--- src/rtl/multi_channel_stable_capture.sv ---
// Multi-channel CDC capture: each channel commits a value only after it has been stable for STABLE_COUNT cycles.
// Define MULTI_CHANNEL_STABLE_CAPTURE_REJECT_CNT_EN to enable the saturating reject_count instability counter.
module multi_channel_stable_capture #(
    parameter int DATA_WIDTH   = 32,
    parameter int NUM_CH       = 4,
    parameter int SYNC_STAGES  = 2,
    parameter int STABLE_COUNT = 3
) (
    input  logic                         a_clk,
    input  logic                         a_resetn,
    input  logic [NUM_CH*DATA_WIDTH-1:0] in_data,
    input  logic                         freeze,
    output logic [NUM_CH*DATA_WIDTH-1:0] out_data,
    output logic [NUM_CH-1:0]            out_upd,
    output logic [15:0]                  reject_count
);

    localparam int CW = $clog2(STABLE_COUNT + 1);
    localparam logic [CW-1:0] SC = CW'(STABLE_COUNT);

    // Asynchronous assertion, synchronous release of the internal reset.
    logic [1:0] rst_sync;
    logic       rst_n;

    always_ff @(posedge a_clk or negedge a_resetn) begin
        if (!a_resetn) rst_sync <= '0;
        else           rst_sync <= {rst_sync[0], 1'b1};
    end

    assign rst_n = rst_sync[1];

`ifdef MULTI_CHANNEL_STABLE_CAPTURE_REJECT_CNT_EN
    logic [NUM_CH-1:0] unstable;
`endif

    for (genvar c = 0; c < NUM_CH; c++) begin : g_ch
        logic [SYNC_STAGES*DATA_WIDTH-1:0] sync_q;
        logic [DATA_WIDTH-1:0]             prev_q;
        logic [DATA_WIDTH-1:0]             out_q;
        logic                              upd_q;
        logic [CW-1:0]                     cnt_q;
        logic [DATA_WIDTH-1:0]             cand;
        logic                              eq;
        logic                              commit;

        assign cand   = sync_q[SYNC_STAGES*DATA_WIDTH-1 -: DATA_WIDTH];
        assign eq     = (cand == prev_q);
        assign commit = (cnt_q == SC) && eq && !freeze && (cand != out_q);

        always_ff @(posedge a_clk or negedge rst_n) begin
            if (!rst_n) begin
                sync_q <= '0;
                prev_q <= '0;
                cnt_q  <= '0;
                out_q  <= '0;
                upd_q  <= 1'b0;
            end else begin
                // Stage 0 sits in the low slice; the chain shifts toward the MSBs.
                sync_q <= {sync_q[(SYNC_STAGES-1)*DATA_WIDTH-1:0],
                           in_data[c*DATA_WIDTH +: DATA_WIDTH]};
                prev_q <= cand;
                if (!eq)             cnt_q <= '0;
                else if (cnt_q < SC) cnt_q <= cnt_q + 1'b1;
                upd_q <= commit;
                if (commit) out_q <= cand;
            end
        end

        assign out_data[c*DATA_WIDTH +: DATA_WIDTH] = out_q;
        assign out_upd[c] = upd_q;

`ifdef MULTI_CHANNEL_STABLE_CAPTURE_REJECT_CNT_EN
        assign unstable[c] = !eq && (cnt_q != '0);
`endif
    end

`ifdef MULTI_CHANNEL_STABLE_CAPTURE_REJECT_CNT_EN
    logic [15:0] rej_q;

    always_ff @(posedge a_clk or negedge rst_n) begin
        if (!rst_n)                            rej_q <= '0;
        else if (|unstable && rej_q != '1)     rej_q <= rej_q + 16'd1;
    end

    assign reject_count = rej_q;
`else
    assign reject_count = '0;
`endif

endmodule

--- config.mk ---
export PLATFORM = sky130hd
export DESIGN_NAME = multi_channel_stable_capture
export DESIGN_NICKNAME = d
export VERILOG_FILES = /design/src/rtl/multi_channel_stable_capture.sv
export SDC_FILE = /design/constraint.sdc
export NUM_CORES = 1
export LEC_CHECK = 0
export BUFFER_PORTS_ARGS = -buffer_cell sky130_fd_sc_hd__buf_4
export CAP_MARGIN = 15
export CORE_MARGIN = 3
export CORE_UTILIZATION = 55
export CTS_CLUSTER_DIAMETER = 150
export DETAILED_ROUTE_END_ITERATION = 8
export PLACE_DENSITY = 0.82
export SYNTH_ARGS = -nofsm -noshare
export SYNTH_HDL_FRONTEND = slang
export SYNTH_SLANG_ARGS = --single-unit
--- constraint.sdc ---
create_clock -name a_clk -period 17.9 [get_ports a_clk]
set_input_delay 2.685 -clock a_clk [delete_from_list [all_inputs] [get_ports a_clk]]
set_output_delay 2.685 -clock a_clk [all_outputs]
set_load 0.05 [all_outputs]
Word level (Yosys, flattened, before mapping)
Index checks and enable logic that the tools add are counted.
- word-level logic and storage cells: 66
- output and inout port bits: 148
- register bits: 526
- reduce and logical (&&, ||, !) cells: 13
- $lt $le $gt $ge: 4
- muxes and demuxes: 8
- $add $sub $neg: 4
- equal/unequal tests: 16
- operator list (kind ; number):
    $eq A32 B32 Y1 ; 4
    $ne A32 B32 Y1 ; 4
    $mux W2 ; 8
    $logic_and A1 B1 Y1 ; 12
    $add A2 B1 Y2 const B ; 4
    $eq A2 B2 Y1 const B ; 4
    $lt A2 B2 Y1 const B ; 4
    $ne A2 B1 Y1 const B ; 4
    $logic_not A1 Y1 ; 1

Logic depth before layout (Yosys ltp)
- word-level depth: 4
- gate-level depth with buffers: 8
- mapped depth without buffers: 6

Worst setup path before layout
No wires, ideal clock.
- path type: input-to-reg
- start: input freeze
- end: register g_ch[1].out_q[10]
- stages on the path: 4
- setup slack: 13984 ps
- path buffers: 2
- arrival time: 3791 ps
- cell sequence: or4b_1 > buf_6 > buf_12 > mux2_4
- cells in the longest elaborated chain, start to end: 3
- ends and longest elaborated chain (what ; line ; source):
    start, declared ; 12 ; input logic freeze,
    $logic_not A1 Y1 ; 48 ; assign commit = (cnt_q == SC) && eq && !freeze && (cand != out_q);
    $logic_and A1 B1 Y1 (2 in a row) ; 48 ;
    end signal, assigned ; 65 ; if (commit) out_q <= cand;
    end, declared ; 39 ; logic [DATA_WIDTH-1:0] out_q;
Every way passes these cells.
A chain may end at the register's enable or synchronous reset.

Final worst setup path
- start: input freeze
- end: register g_ch[1].out_q[16]
Same word-level chain as after synthesis.

==> impl_metrics.yaml <==
synth:
  synth_compound_gate_area_share: 0
  post_synth_inst_count: 1065
  synthTopCellsByArea: "dfrtp_1, xnor2_1, mux2_4"
  synth-seq-cells: 526
  muxShareOfSynthArea: 0.0939
  synth_largest_type_area_fraction: 0.724
  postSynth.topFlopCell: "dfrtp_1"
  synth-edff-count: 0
  synth_xor_area_frac: 0.125
  syn-mean-instance-area_um2: 17.1
  postSynth.asyncResetShare: 1.00
  post_synthesis_simple_gate_area_fraction: 0.0350
  ys.warnings.count: 0
  largest_family_of_logic_cells_by_synthesized_area: "XOR/XNOR gates"
  synth_largest_area_cell: "dfrtp_1"
  post_synth_instance_area_um2: 18200
  yosysUniqueCellTypes: 25
  ys_seq_area_frac: 0.724
  synthMostInstantiatedCell: "dfrtp_1"
  post_synth_fa_ha_maj_area_fraction: 0.00275
  yosys-top-cells-count: "dfrtp_1, xnor2_1, xor2_1"
power_and_ir_drop:
  post-layout-total-power_mw: 2.37
  power.leakage_nw: 10.6
  p_per_area_nw_per_um2: 107
  peakVddDrop_uv: 96.9
detailed_routing:
  drt_iter0_markers: 374
  drt-wirelength-per-cell_um: 18.6
  routed_wirelength_um: 34200
  route.detailed.drc: 0
  drt_pre_antenna_iters: 4
  routed-via-count: 9185
  routed_via_density: 4.99
  antenna_violating_nets_left: 0
place:
  io_buffer_count: 262
  place.detailed.hpwl_um: 23200
  dp.cells: 1748
  dp_slack_ns: 13.19
  place_area_um2: 20500
  gp_routability_congestion: 0.760
job:
  max_cap_violations: 0
timing:
  timing.final.setup_violations: 0
  hold_slack_ns: 0.344
  finalClockSkew_ns: 0.0244
  finalSetupTns_ns: 0
  finalHoldViolCount: 0
  rsz_0062_raised_after_global_routing: "false"
  maxSlewHeadroom: 0.303
  setup_ws_final_ns: 13.75
  timing.fmax_ghz: 0.241
  fraction_of_the_cycle_the_final_worst_path_needs: 0.232
  worst-slew-pin-transition_ns: 1.05
  min_tclk_post_route_ns: 4.15
  final_max_slew_viol_count: 0
die:
  placeableCoreArea_um2: 32000
  dieWidth_um: 188
  fp.dieArea_um2: 35300
  ioPinCount: 279
  fp-row-count: 65
  die_y_um: 188
  initial_cell_density_of_the_core: 0.567
critical_path:
  timing.critical_path.cells: "buf_4, or4b_2, buf_4, mux2_4"
  crit_path_top_delay_cell: "or4b_2"
  timing.critical_path.max_delay_family: "simple AND/OR/NAND/NOR gates"
  worstPathArrival_ns: 4.57
  critPathMaxFanout: 17
  crit_path_end_kind: "flop"
  critPathMostFrequentCell: "buf_4"
  timing.critical_path.required_ns: 18.32
  cp.buffers_inverters: 2
  cp_slowest_stage_delay_ns: 1.01
  crit_path_start_kind: "input port"
  timing.setup.critical_path_class: "input port to flop"
grt:
  gr-usage-all-layers: 0.195
  globalRoute.totalOverflow: 0
  grt_max_degree: 184
  vias_in_the_first_global_route: 10112
  antenna_found_initial: 2
  grt_pass1_wl_um: 54900
clock_network:
  ctsHtreeMaxLevel: 2
  cts_max_path_buffers: 3
  cts_inserted_buffers: 50
  clk_pin_slew_worst_paths_ns: 0.06
  clock_insertion_delay_worst_skew_ns: 0.56
  clk_root_buffer_cell: "clkbuf_16"
  cts-hold-fix-buffers: 0
  post_cts_resize_count: 0
  cts_setup_buffers: 0
  cts_num_sinks: 526
  cts_tree: "built"
final_layout:
  final-instance-count-excl-fill: 1841
  finish.utilization: 0.690
  finish.instance_area_um2: 22100
  layout.nets: 1502
  layout-drive-gt1-share: 0.332
  p_r_area_growth_vs_syn_pct: 21.7
hold_path:
  hp-class: "flop to flop"
status:
  outcome: "finished, final reports clean"
cell type report:
| cell class | instances | area, µm² |
|---|---|---|
| Sequential cell | 526 | 13200 |
| Multi-Input combinational cell | 518 | 4740 |
| Fill cell | 2095 | 9930 |
| Clock buffer | 75 | 1460 |
| Tap cell | 435 | 544 |
| Timing Repair Buffer | 271 | 2080 |
| Clock inverter | 15 | 129 |
| Antenna cell | 1 | 2.50 |
cells by family after synthesis:
logic type    Yosys count
mux                   132
xor+xnor              260
flops                 526
other cells             2
buf+inv                36
simple gates          105
fa+ha+maj               4
state kept, by name (all words and copies together), names as in the netlist:
register	count
g_ch.sync_q	256
g_ch.upd_q	4
g_ch.out_q	128
rst_sync	2
g_ch.cnt_q	8
g_ch.prev_q	128
power breakdown:
| part | total, mW | switching [mW] | internal, mW |
|---|---|---|---|
| logic | 0.0947 | 0.0476 | 0.0471 |
| registers | 1.27 | 0.0365 | 1.23 |
| clock network | 1.00 | 0.425 | 0.577 |
| total | 2.37 | 0.509 | 1.86 |
layout by cell type (no fill, tap or decap), drive strengths merged, types with 7 or more instances in the layout:
master,netlist,routed
nand4,48,48
clkbuf,2,75
nor2,9,9
conb,2,17
clkinv,0,10
xor2,84,84
mux2,128,128
xnor2,176,176
nand2,7,7
nor4,32,32
buf,34,271
dfrtp,526,526
worst register-to-register path, stage by stage, from the launching register on:
cell	delay (ns)
dfrtp_1	0.45
xor2_1	0.19
nor4_1	0.39
nand2_1	0.15
nor4_1	0.42
or4b_2	0.62
buf_4	0.44
mux2_2	0.38
path summary, 6_finish.rpt:
path	startpoint	to	slack (ns)	cells after the start
max in group asynchronous	rst_sync[1]	g_ch[3].sync_q[33]	14.80	2
worst min-delay path	g_ch[2].sync_q[25]	g_ch[2].sync_q[57]	0.34	0
worst min register to register	g_ch[2].sync_q[25]	g_ch[2].sync_q[57]	0.34	0
worst max-delay path	freeze	g_ch[1].out_q[16]	13.75	4
min in group asynchronous	rst_sync[1]	g_ch[0].sync_q[50]	0.51	0
worst max register to register	g_ch[1].sync_q[48]	g_ch[1].out_q[0]	14.74	7
layer usage:
| metal | vias to the layer above | global-route usage | share of wire |
|---|---|---|---|
| met1 | 4731 | 0.265 | 0.43 |
| met3 | 67 | 0.0385 | 0.049 |
| li1 | 4153 | - | - |
| met4 | 2 | 0.0540 | 0.023 |
| met5 | - | 0 | 0.00038 |
| met2 | 232 | 0.324 | 0.50 |
(Power assumes the default switching activity.)
